<file path="src/rtl/keep_one_in_n_unzip_if.sv">
// AXI-Stream style bundle (data, last, valid, ready) shared by the packed and unpacked sides
// of keep_one_in_n_unzip.
interface keep_one_in_n_unzip_if #(
   parameter int WIDTH = 32
);
   logic [WIDTH-1:0] tdata;
   logic             tlast;
   logic             tvalid;
   logic             tready;

   modport master (output tdata, output tlast, output tvalid, input  tready);
   modport slave  (input  tdata, input  tlast, input  tvalid, output tready);
endinterface

</file>
<file path="src/rtl/keep_one_in_n_unzip.sv">
// Unpacks one 32-bit word of four 8-bit IQ symbols into four {I16, Q16} samples, byte 0 first.
// Optional build macro ROUND_HALF_EN fills half an LSB (I[8], Q[8]) into each expanded sample.
//
// state    | meaning
// ST_EMPTY | no word held, input ready
// ST_FULL  | hold valid, lane_q is the symbol currently on the output
module keep_one_in_n_unzip #(
   parameter int WIDTH = 32
) (
   input  logic                  clk,
   input  logic                  reset,
   keep_one_in_n_unzip_if.slave  s_axis,
   keep_one_in_n_unzip_if.master m_axis
);

   if (WIDTH != 32) begin : g_bad_width
      $error("keep_one_in_n_unzip: only WIDTH=32 is supported");
   end

`ifdef ROUND_HALF_EN
   localparam logic HALF_LSB = 1'b1;
`else
   localparam logic HALF_LSB = 1'b0;
`endif

   typedef enum logic {ST_EMPTY, ST_FULL} state_t;

   state_t      state_q, state_d;
   logic [1:0]  lane_q, lane_d;
   logic [31:0] hold_q, hold_d;
   logic        hold_last_q, hold_last_d;

   logic        full;
   logic        last_lane;
   logic        in_fire;
   logic        out_fire;
   logic [7:0]  cur_byte;

   function automatic logic [31:0] expand(input logic [7:0] b);
      return {{4{b[7]}}, b[6:4], HALF_LSB, 8'b0, {4{b[3]}}, b[2:0], HALF_LSB, 8'b0};
   endfunction

   assign full      = (state_q == ST_FULL);
   assign last_lane = (lane_q == 2'd3);
   // Ready depends only on held state and o_tready so there is no valid->ready loop.
   assign s_axis.tready = ~full | (last_lane & m_axis.tready);
   assign in_fire   = s_axis.tvalid & s_axis.tready;
   assign out_fire  = full & m_axis.tready;

   always_comb begin
      cur_byte = hold_q[7:0];
      case (lane_q)
         2'd0: cur_byte = hold_q[7:0];
         2'd1: cur_byte = hold_q[15:8];
         2'd2: cur_byte = hold_q[23:16];
         2'd3: cur_byte = hold_q[31:24];
         default: cur_byte = hold_q[7:0];
      endcase
   end

   assign m_axis.tvalid = full;
   assign m_axis.tdata  = full ? expand(cur_byte) : 32'h0;
   assign m_axis.tlast  = full & last_lane & hold_last_q;

   always_comb begin
      state_d     = state_q;
      lane_d      = lane_q;
      hold_d      = hold_q;
      hold_last_d = hold_last_q;
      if (in_fire) begin
         // Covers both the idle load and the bubble-free reload on the lane-3 handoff.
         hold_d      = s_axis.tdata;
         hold_last_d = s_axis.tlast;
         lane_d      = 2'd0;
         state_d     = ST_FULL;
      end else if (out_fire) begin
         if (last_lane) begin
            lane_d  = 2'd0;
            state_d = ST_EMPTY;
         end else begin
            lane_d  = lane_q + 2'd1;
         end
      end
   end

   always_ff @(posedge clk) begin
      if (reset) begin
         state_q     <= ST_EMPTY;
         lane_q      <= 2'd0;
         hold_q      <= 32'h0;
         hold_last_q <= 1'b0;
      end else begin
         state_q     <= state_d;
         lane_q      <= lane_d;
         hold_q      <= hold_d;
         hold_last_q <= hold_last_d;
      end
   end

endmodule

</file>
<file path="src/flat_wrapper.sv">
// flat-port wrapper written by rule: the top's interface ports become plain ports
module keep_one_in_n_unzip_flat 
#(
   parameter int WIDTH = 32
)
  (clk, reset, s_axis_tdata, s_axis_tlast, s_axis_tvalid, s_axis_tready, m_axis_tdata, m_axis_tlast, m_axis_tvalid, m_axis_tready);
  keep_one_in_n_unzip_if #(.WIDTH(WIDTH)) s_axis_i ();
  keep_one_in_n_unzip_if #(.WIDTH(WIDTH)) m_axis_i ();
  input  logic clk;
  input  logic reset;
  input wire logic [$bits(s_axis_i.tdata)-1:0] s_axis_tdata;
  input wire logic [$bits(s_axis_i.tlast)-1:0] s_axis_tlast;
  input wire logic [$bits(s_axis_i.tvalid)-1:0] s_axis_tvalid;
  output wire logic [$bits(s_axis_i.tready)-1:0] s_axis_tready;
  output wire logic [$bits(m_axis_i.tdata)-1:0] m_axis_tdata;
  output wire logic [$bits(m_axis_i.tlast)-1:0] m_axis_tlast;
  output wire logic [$bits(m_axis_i.tvalid)-1:0] m_axis_tvalid;
  input wire logic [$bits(m_axis_i.tready)-1:0] m_axis_tready;
  assign s_axis_i.tdata = s_axis_tdata;
  assign s_axis_i.tlast = s_axis_tlast;
  assign s_axis_i.tvalid = s_axis_tvalid;
  assign s_axis_tready = s_axis_i.tready;
  assign m_axis_tdata = m_axis_i.tdata;
  assign m_axis_tlast = m_axis_i.tlast;
  assign m_axis_tvalid = m_axis_i.tvalid;
  assign m_axis_i.tready = m_axis_tready;
  keep_one_in_n_unzip #(.WIDTH(WIDTH)) u_core (.clk(clk), .reset(reset), .s_axis(s_axis_i), .m_axis(m_axis_i));
endmodule
</file>
<file path="config.mk">
export PLATFORM = sky130hd
export DESIGN_NAME = keep_one_in_n_unzip_flat
export DESIGN_NICKNAME = d
export VERILOG_FILES = /design/src/rtl/keep_one_in_n_unzip_if.sv /design/src/rtl/keep_one_in_n_unzip.sv /design/src/flat_wrapper.sv
export SDC_FILE = /design/constraint.sdc
export NUM_CORES = 1
export LEC_CHECK = 0
export ABC_AREA = 1
export CORE_UTILIZATION = 49
export CTS_BUF_LIST = sky130_fd_sc_hd__clkbuf_16
export CTS_CLUSTER_DIAMETER = 60
export DETAILED_ROUTE_END_ITERATION = 12
export PLACE_DENSITY = 0.88
export SYNTH_ARGS = -nofsm -noshare
export SYNTH_HDL_FRONTEND = slang
export SYNTH_SLANG_ARGS = --single-unit
</file>
<file path="constraint.sdc">
create_clock -name clk -period 4.6 [get_ports clk]
set_input_delay 0.46 -clock clk [delete_from_list [all_inputs] [get_ports clk]]
set_output_delay 0.46 -clock clk [all_outputs]
set_load 0.01 [all_outputs]
</file>
# Word-level counts from Yosys, hierarchy flattened
# Index checks and enable logic that the tools add are counted.
[op_classes]
bitwise = 7
mux = 6
addsub = 1
reduce_logical = 5
eq_ne = 3
[op_table]
columns = ["operator", "count"]
rows = [
  ["32-bit two-way mux", 1],
  ["8-bit one-hot mux with 4 select lines", 1],
  ["1-bit bitwise AND", 5],
  ["2-bit equality test (second input constant)", 2],
  ["2-bit nonzero test", 2],
  ["1-bit two-way mux", 3],
  ["2-bit by 1-bit adder with 2-bit output (second input constant)", 1],
  ["2-bit by 1-bit equality test with 1-bit output (second input constant)", 1],
  ["2-bit zero test", 1],
  ["2-bit two-way mux", 1],
  ["2-bit AND reduction", 1],
  ["2-bit OR reduction", 1],
  ["1-bit NOT", 1],
  ["1-bit bitwise OR", 1],
]
[word_totals]
word_cells = 26
regBits = 36
output_inout_bits = 35
input_bits = 37

# Longest topological paths before layout
# Gate-level depths: netlist (run 1).
[depth]
depth_word = 6
mapped_depth = 8
ltp_nobuf = 6

# Worst setup path before layout (run 1)
# Ideal clock, no wire load.
[synth_path]
path_type = "flip-flop to output port"
startpoint = "register u_core.lane_q[0]"
endpoint = "output m_axis_tdata[13]"
required_time_ns = 4.140
arrival_time_ns = 1.502
path_buffers = 2
path_stages_with_launch = 8
slack_ns = 2.638
cell_sequence = "dfxtp_1 inv_1 ha_1 buf_2 inv_1 o21ai_0 a21oi_1 buf_4"
[synth_via]
elab_chain_len = 3
word_cells_on_any_way = 6
classes_between = "3 x eq/ne; 2 x mux; 1 x reduce/logical"
[synth_lines]
columns = ["element", "line_no", "text"]
rows = [
  ["start, declared", "keep_one_in_n_unzip.sv:29", "logic [1:0] lane_q, lane_d;"],
  ["start signal, assigned", "keep_one_in_n_unzip.sv:94", "lane_q <= lane_d;"],
  ["2-bit equality test, or another cell as far along", "keep_one_in_n_unzip.sv:52", "case (lane_q)"],
  ["8-bit one-hot mux with 4 select lines *", "keep_one_in_n_unzip.sv:52", ""],
  ["32-bit two-way mux *", "keep_one_in_n_unzip.sv:62", "assign m_axis.tdata = full ? expand(cur_byte) : 32'h0;"],
  ["end, declared", "flat_wrapper.sv:15", "output wire logic [$bits(m_axis_i.tdata)-1:0] m_axis_tdata;"],
]
# Mark *: on every way between the ends. The rest lies on a longest branch, timed or not.

# Worst setup path in the final report (run 1)
[layout_path]
startpoint = "register u_core.lane_q[0]"
endpoint = "output m_axis_tdata[30]"
# Same word-level chain as after synthesis.

==> key figures, run 1 <==
CTS
  – # clock sinks: 36
  – H-Tree Depth: 2
  – Post-CTS Hold Fix Bufs: 0
  – Clock root cell: clkbuf_16
  – CTS tree: yes
  – Clk buf depth: 2
  – CTS buffer count: 5
  – Skew-Pair Late Insertion Delay: 280 ps
  – Clock transition at the registers of the reported paths: 50 ps
  – Post-CTS resize count: 0
  – Postcts setup bufs: 0

Layout
  – Final instance area: 0.00261 sq mm
  – Area grow syn2layout: 23.3%
  – Commonest non-fill, non-tap cell in the layout: nand2_1
  – Layout cells sized above 1: 0.0220
  – Post-layout util: 0.639
  – Antenna fix cells: 0
  – Nets@finish: 405
  – Most frequent cells in the layout: 66 x nand2_1, 52 x clkdlybuf4s50_1, 50 x a21oi_1

Global route
  – GR peak layer: met2
  – Gr ovfl total: 0
  – Total track usage: 0.230
  – Initial antenna violation count: 0
  – Grt met1 use: 0.283
  – Largest net degree at the start of global routing: about 70
  – First-pass GRT wire length: 7810 um
  – Met2 Resource Use GR: 0.385
  – Met3 global-route usage: 0.0439
  – Vias in the first global route: 1,739

Drt
  – Final wirelength: approximately 4700 um
  – Router iterations before antenna repair: 5
  – WL/cell: 11.4 um
  – DRC: 0
  – DRT antenna net count: 0
  – Via count: about 2,000
  – Via density: 4.89
  – Initial DRC Count: 144

Floorplan
  – Core area: ~0.004 sq mm
  – Initial Util: 0.519
  – Die Area: about 0.0046 sq mm
  – IO Pins: 72
  – DIE HEIGHT: around 68 um
  – Row Count: 23
  – Die W: 67.8 um

Worst setup path
  – CP Max Fanout: 9
  – Slowest library cell on the worst path: clkdlybuf4s50_1
  – CP required: approximately 4100 ps
  – Crit path DAT: about 2300 ps
  – Worst path cell trace: inv_1, ha_1, inv_1, o21ai_0, a21oi_1, clkdlybuf4s50_1
  – Worst reg2reg startpoint: u_core.lane_q[0]$_SDFFE_PP0P_
  – CP endpoint kind: output pin
  – Crit path kind: flip-flop to output pin
  – Crit start category: flip-flop
  – Top cell by count, worst path: inv_1
  – Worst setup path start: u_core.lane_q[0]$_SDFFE_PP0P_
  – Reg-to-reg slack, setup: 2800 ps
  – Worst R2R End: u_core.hold_q[13]$_SDFFE_PP0P_
  – CP peak stage delay: 620 ps
  – End of the critical path: m_axis_tdata[30]
  – R2r worst-path depth: 7

Power and ir drop
  – VDD IR max: ~0.00018 V
  – Pleak: 1.28 nW
  – Switching Power: ~210 uW
  – Logic pwr share: 0.184
  – Switching Share: 0.258
  – Seq pwr share: 0.439
  – Internal power: 603 uW
  – Clock network power share: 0.377
  – Pwr Density: ~310 mW/mm^2

STA
  – Unrepaired setup endpoints after global routing: false
  – Clock skew: 2.85 ps
  – Final setup violation count: 0
  – Period minus WS final: 2800 ps
  – Slew margin rel.: 0.288
  – Max Fclk: 0.357 GHz
  – Setup TNS: 0 ps
  – Worst-margin pin slew: 1070 ps
  – Period utilization: 0.609
  – Final hold slack: 483 ps
  – Slew Viols, Final: 0
  – Hold Vio Cnt, Final: 0

Logic synthesis
  – YS warnings: 0
  – Mean post-synth cell area: 6.40 sq um
  – Cell area after synthesis: 0.00212 sq mm
  – Post-synthesis sequential area ratio: 0.340
  – Mapped Cells: roughly 330
  – Yosys cell types: 17
  – Seq cells post-synth: 36
  – Area share of the largest cell type after synthesis: 0.340
  – Cell taking the most area after synthesis: dfxtp_1
  – Synth top area cells: dfxtp_1 34%, a21oi_1 12%, nand2_1 12%

Place
  – HPWL after DPL: around 3300 um
  – Cell Area, Placed: 0.00248 sq mm
  – Placer Congestion: 0.964
  – I/O Buffers: 53

Min path
  – Hold/Removal Path Class: flip-flop to flip-flop

Outcome
  – Outcome: finished, final reports clean

Job
  – Max_cap viols: 0
sequential cells by signal, indices dropped and copies added, names as in the netlist:
signal and count:
u_core.hold_last_q 1, u_core.hold_q 32, u_core.lane_q 2, u_core.m_axis.tvalid 1
per-layer routing:
metal / vias up / routed length (um)
li1: 1051 / -
met1: 885 / 1980
met2: 75 / 2350
met3: 8 / 316
met4: 0 / 70
met5: - / 0
critical path: cells and delay by family (launching register included):
| family | cells | cell delay (ps) |
|---|---|---|
| AOI/OAI and AO/OA | 2 | 400 |
| adders and majority gates | 1 | 310 |
| buffers and inverters | 3 | 930 |
| DFF | 1 | 420 |
through the flow:
stage | setup slack (ps) | cells | total power [mW]
after global routing | 1640 | 413 | 0.853
after detailed placement | 2110 | 406 | 0.510
final | 1800 | 413 | 0.812
after CTS | 1810 | 413 | 0.818
after global placement | 2230 | 406 | 0.505
after floorplan | 2640 | 348 | 0.467
cell families after synthesis:
group / count (synthesis) / share of synthesized area
flops: 36 / 0.340
buf+inv: 93 / 0.224
compound gates: 59 / 0.140
fa+ha+maj: 5 / 0.0295
simple gates: 137 / 0.264
other cells: 1 / 0.00177
worst min path at each step:
stage | from | to | cells past startpoint
CTS | u_core.hold_q[6]$_SDFFE_PP0P_ | u_core.hold_q[6]$_SDFFE_PP0P_ | 2
global placement | u_core.hold_q[25]$_SDFFE_PP0P_ | u_core.hold_q[25]$_SDFFE_PP0P_ | 2
global route | u_core.hold_q[20]$_SDFFE_PP0P_ | u_core.hold_q[20]$_SDFFE_PP0P_ | 2
detailed placement | u_core.hold_q[20]$_SDFFE_PP0P_ | u_core.hold_q[20]$_SDFFE_PP0P_ | 2
finish | u_core.hold_q[20]$_SDFFE_PP0P_ | u_core.hold_q[20]$_SDFFE_PP0P_ | 2
floorplan | u_core.hold_q[0]$_SDFFE_PP0P_ | u_core.hold_q[0]$_SDFFE_PP0P_ | 2
synth_stat cells:
cell type and n:
nand2_1 66, a21oi_1 50, inv_1 46, dfxtp_1 36
nor2_1 36, nand3_1 34, buf_4 27, buf_2 8
o21ai_0 8, clkbuf_1 7, ha_1 5, buf_1 2
buf_6 2, clkinv_1 1, conb_1 1, nand2_2 1
o21a_1 1
area by class of cell:
type | instances | area [sq um]
sequential | 36 | 721
multi-input combinational | 219 | 987
tap | 50 | 62.6
timing repair buffer | 54 | 533
fill | 387 | 1470
clock buffer | 5 | 125
inverter | 47 | 176
clock inverter | 2 | 7.51
power groups by stage:
stage	registers, mW	clock network, mW	logic [mW]
after CTS	0.356	0.313	0.150
after detailed placement	0.361	0	0.148
final	0.356	0.306	0.150
after floorplan	0.354	0	0.112
after global placement	0.361	0	0.145
after global routing	0.359	0.324	0.171
(Power assumes the default switching activity.)
==> run 2, diff against run 1 <==
--- a/config.mk
+++ b/config.mk
@@ -6,11 +6,11 @@
 export NUM_CORES = 1
 export LEC_CHECK = 0
 export ABC_AREA = 1
-export CORE_UTILIZATION = 49
+export CORE_UTILIZATION = 46
 export CTS_BUF_LIST = sky130_fd_sc_hd__clkbuf_16
 export CTS_CLUSTER_DIAMETER = 60
 export DETAILED_ROUTE_END_ITERATION = 12
-export PLACE_DENSITY = 0.88
+export PLACE_DENSITY = 0.84
 export SYNTH_ARGS = -nofsm -noshare
 export SYNTH_HDL_FRONTEND = slang
 export SYNTH_SLANG_ARGS = --single-unit
==> constraint.sdc (replaced) <==
create_clock -name clk -period 2.6 [get_ports clk]
set_input_delay 0.26 -clock clk [delete_from_list [all_inputs] [get_ports clk]]
set_output_delay 0.26 -clock clk [all_outputs]
set_load 0.01 [all_outputs]
==> key figures, run 2 (synthesis results as in run 1) <==
Global route
  – Largest net degree at the start of global routing: 68
  – Gr ovfl total: 0
  – First-pass GRT wire length: 8100 um
  – Vias in the first global route: 1,856
  – Total track usage: 0.209
  – Initial antenna violation count: 0

Drt
  – Final wirelength: 4810 um
  – Via density: 4.89
  – Initial DRC Count: 99
  – Via count: 2,042
  – DRT antenna net count: 0
  – DRC: 0
  – WL/cell: approximately 12 um
  – Router iterations before antenna repair: 4

Place
  – Placer Congestion: 0.864
  – Cell Area, Placed: around 0.0025 sq mm
  – HPWL after DPL: around 3400 um
  – I/O Buffers: 53

Layout
  – Nets@finish: approximately 410
  – Layout cells sized above 1: 0.0410
  – Max FFs per register: 32
  – Final instance area: 0.00265 sq mm
  – Antenna fix cells: 0
  – Most frequent cells in the layout: 66 x nand2_1, 52 x clkdlybuf4s50_1, 48 x a21oi_1
  – Footprint of the multi-input gates: 997 sq um
  – Most flops, register: u_core.hold_q
  – Area grow syn2layout: 24.9%
  – Commonest non-fill, non-tap cell in the layout: nand2_1
  – Top Registers: u_core.hold_q (32), u_core.lane_q (2)
  – Fill cells: 419
  – Seq. cell area: a little over 700 sq um

Worst setup path
  – Worst reg2reg startpoint: u_core.lane_q[1]$_SDFFE_PP0P_
  – CP peak stage delay: approximately 600 ps
  – Worst R2R End: u_core.hold_q[23]$_SDFFE_PP0P_
  – Crit path DAT: around 2100 ps
  – CP endpoint kind: output pin
  – Crit path kind: flip-flop to output pin
  – CP required: 2340 ps
  – Worst path cell trace: ha_1, nand2_1, nand2_1, inv_1, a21oi_2, clkdlybuf4s50_1
  – Slowest library cell on the worst path: clkdlybuf4s50_1
  – Top cell by count, worst path: nand2_1
  – R2r worst-path depth: 7
  – Reg-to-reg slack, setup: 1110 ps
  – End of the critical path: m_axis_tdata[12]
  – Worst setup path start: u_core.lane_q[1]$_SDFFE_PP0P_
  – CP Max Fanout: 8
  – Crit start category: flip-flop

CTS
  – CTS tree: yes
  – H-Tree Depth: 2
  – CTS buffer count: 5
  – Clock transition at the registers of the reported paths: 50 ps
  – # clock sinks: 36
  – Clock root cell: clkbuf_16
  – Postcts setup bufs: 0
  – Post-CTS Hold Fix Bufs: 0
  – Clk buf depth: 2
  – Skew-Pair Late Insertion Delay: 280 ps

STA
  – Slew margin rel.: 0.585
  – Worst-margin pin slew: 622 ps
  – Period utilization: 0.911
  – Slew Viols, Final: 0
  – Final setup violation count: 0
  – Period minus WS final: 2370 ps
  – Clock skew: approximately 4.7 ps
  – Max Fclk: 0.422 GHz
  – Setup TNS: 0 ps
  – Hold Vio Cnt, Final: 0
  – Unrepaired setup endpoints after global routing: false

Floorplan
  – Die W: ~70 um
  – IO Pins: 72
  – DIE HEIGHT: 69.9 um
  – Row Count: 24
  – Core area: 0.00438 sq mm
  – Initial Util: 0.483
  – Die Area: 0.00488 sq mm

Power and ir drop
  – Logic pwr share: 0.186
  – Switching Share: 0.266
  – Pwr Density: 550 mW/mm^2
  – Pleak: 1.29 nW
  – Switching Power: 387 uW
  – Seq pwr share: 0.430
  – Clock network power share: 0.384
  – VDD IR max: between 0.0002 and 0.0003 V
  – Overall Power: 1.46 mW
  – Internal power: 1.07 mW

Job
  – Max_cap viols: 0

Min path
  – WHS Path Cells: 2
  – Hold/Removal Path Class: flip-flop to flip-flop

Outcome
  – Outcome: finished, final reports clean
==> run 2: cell types whose count changed in the layout (fill, tap and decap cells not counted) <==
cell,previous run,this run
inv_1,46,45
ha_2,0,1
buf_4,1,4
inv_2,0,1
a21oi_2,0,2
ha_1,5,4
a21oi_1,50,48
==> run 2: layout make-up <==
cell class | instances | area share
clock buffers | 5 | 0.0473
flip-flops and latches | 36 | 0.272
multi-input cells | 219 | 0.377
well taps | 52 | 0.0246
inverters | 47 | 0.0666
clock inverters | 2 | 0.00284
repair buffers | 57 | 0.210
==> run 2: worst max-delay path, delay by kind of cell, from the launching register on <==
kind                       cells  cell delay (ps)
buffers and inverters          2              650
adders and majority gates      1              370
AOI/OAI and AO/OA              1              190
DFF                            1              410
and+or+nand+nor                2              200
==> run 2: timing repair <==
item / 4_1_cts / 5_1_grt
resized for setup: 0 / 4
hold endpoints to repair: 0 / 0
endpoints found under the setup margin: 0 / 13
==> run 2: worst min-delay path by stage <==
stage	from	endpoint	slack [ps]
2_1_floorplan	reset	u_core.m_axis.tvalid$_SDFFE_PP0P_	330
6_report	u_core.hold_q[2]$_SDFFE_PP0P_	u_core.hold_q[2]$_SDFFE_PP0P_	480
5_1_grt	u_core.hold_q[6]$_SDFFE_PP0P_	u_core.hold_q[6]$_SDFFE_PP0P_	510
3_5_place_dp	u_core.hold_q[2]$_SDFFE_PP0P_	u_core.hold_q[2]$_SDFFE_PP0P_	470
3_3_place_gp	u_core.hold_q[3]$_SDFFE_PP0P_	u_core.hold_q[3]$_SDFFE_PP0P_	460
4_1_cts	u_core.hold_q[28]$_SDFFE_PP0P_	u_core.hold_q[28]$_SDFFE_PP0P_	480
==> run 2: power groups by stage <==
stage | clock (mW) | combinational [mW] | sequential (mW)
5_1_grt | 0.594 | 0.303 | 0.632
3_3_place_gp | 0 | 0.262 | 0.636
2_1_floorplan | 0 | 0.199 | 0.627
4_1_cts | 0.562 | 0.270 | 0.626
3_5_place_dp | 0 | 0.268 | 0.637
6_report | 0.559 | 0.270 | 0.627
==> run 2: layer usage <==
metal | vias up | track usage | wire length [um]
met1 | 923 | 0.245 | 2120
met2 | 56 | 0.359 | 2390
met5 | - | 0 | 0
met4 | 0 | 0.0689 | 77
met3 | 12 | 0.0649 | 227
li1 | 1051 | - | -
==> run 2: metrics by stage <==
stage | hold slack [ps] | setup slack, ps | utilization | cells
6_report | 478 | 231 | 0.604 | 418
5_1_grt | 505 | 77.2 | 0.604 | 418
4_1_cts | 481 | 20.8 | 0.602 | 418
3_5_place_dp | 467 | 323 | 0.571 | 411
3_3_place_gp | 456 | 468 | 0.571 | 411
2_1_floorplan | 329 | 838 | - | 348
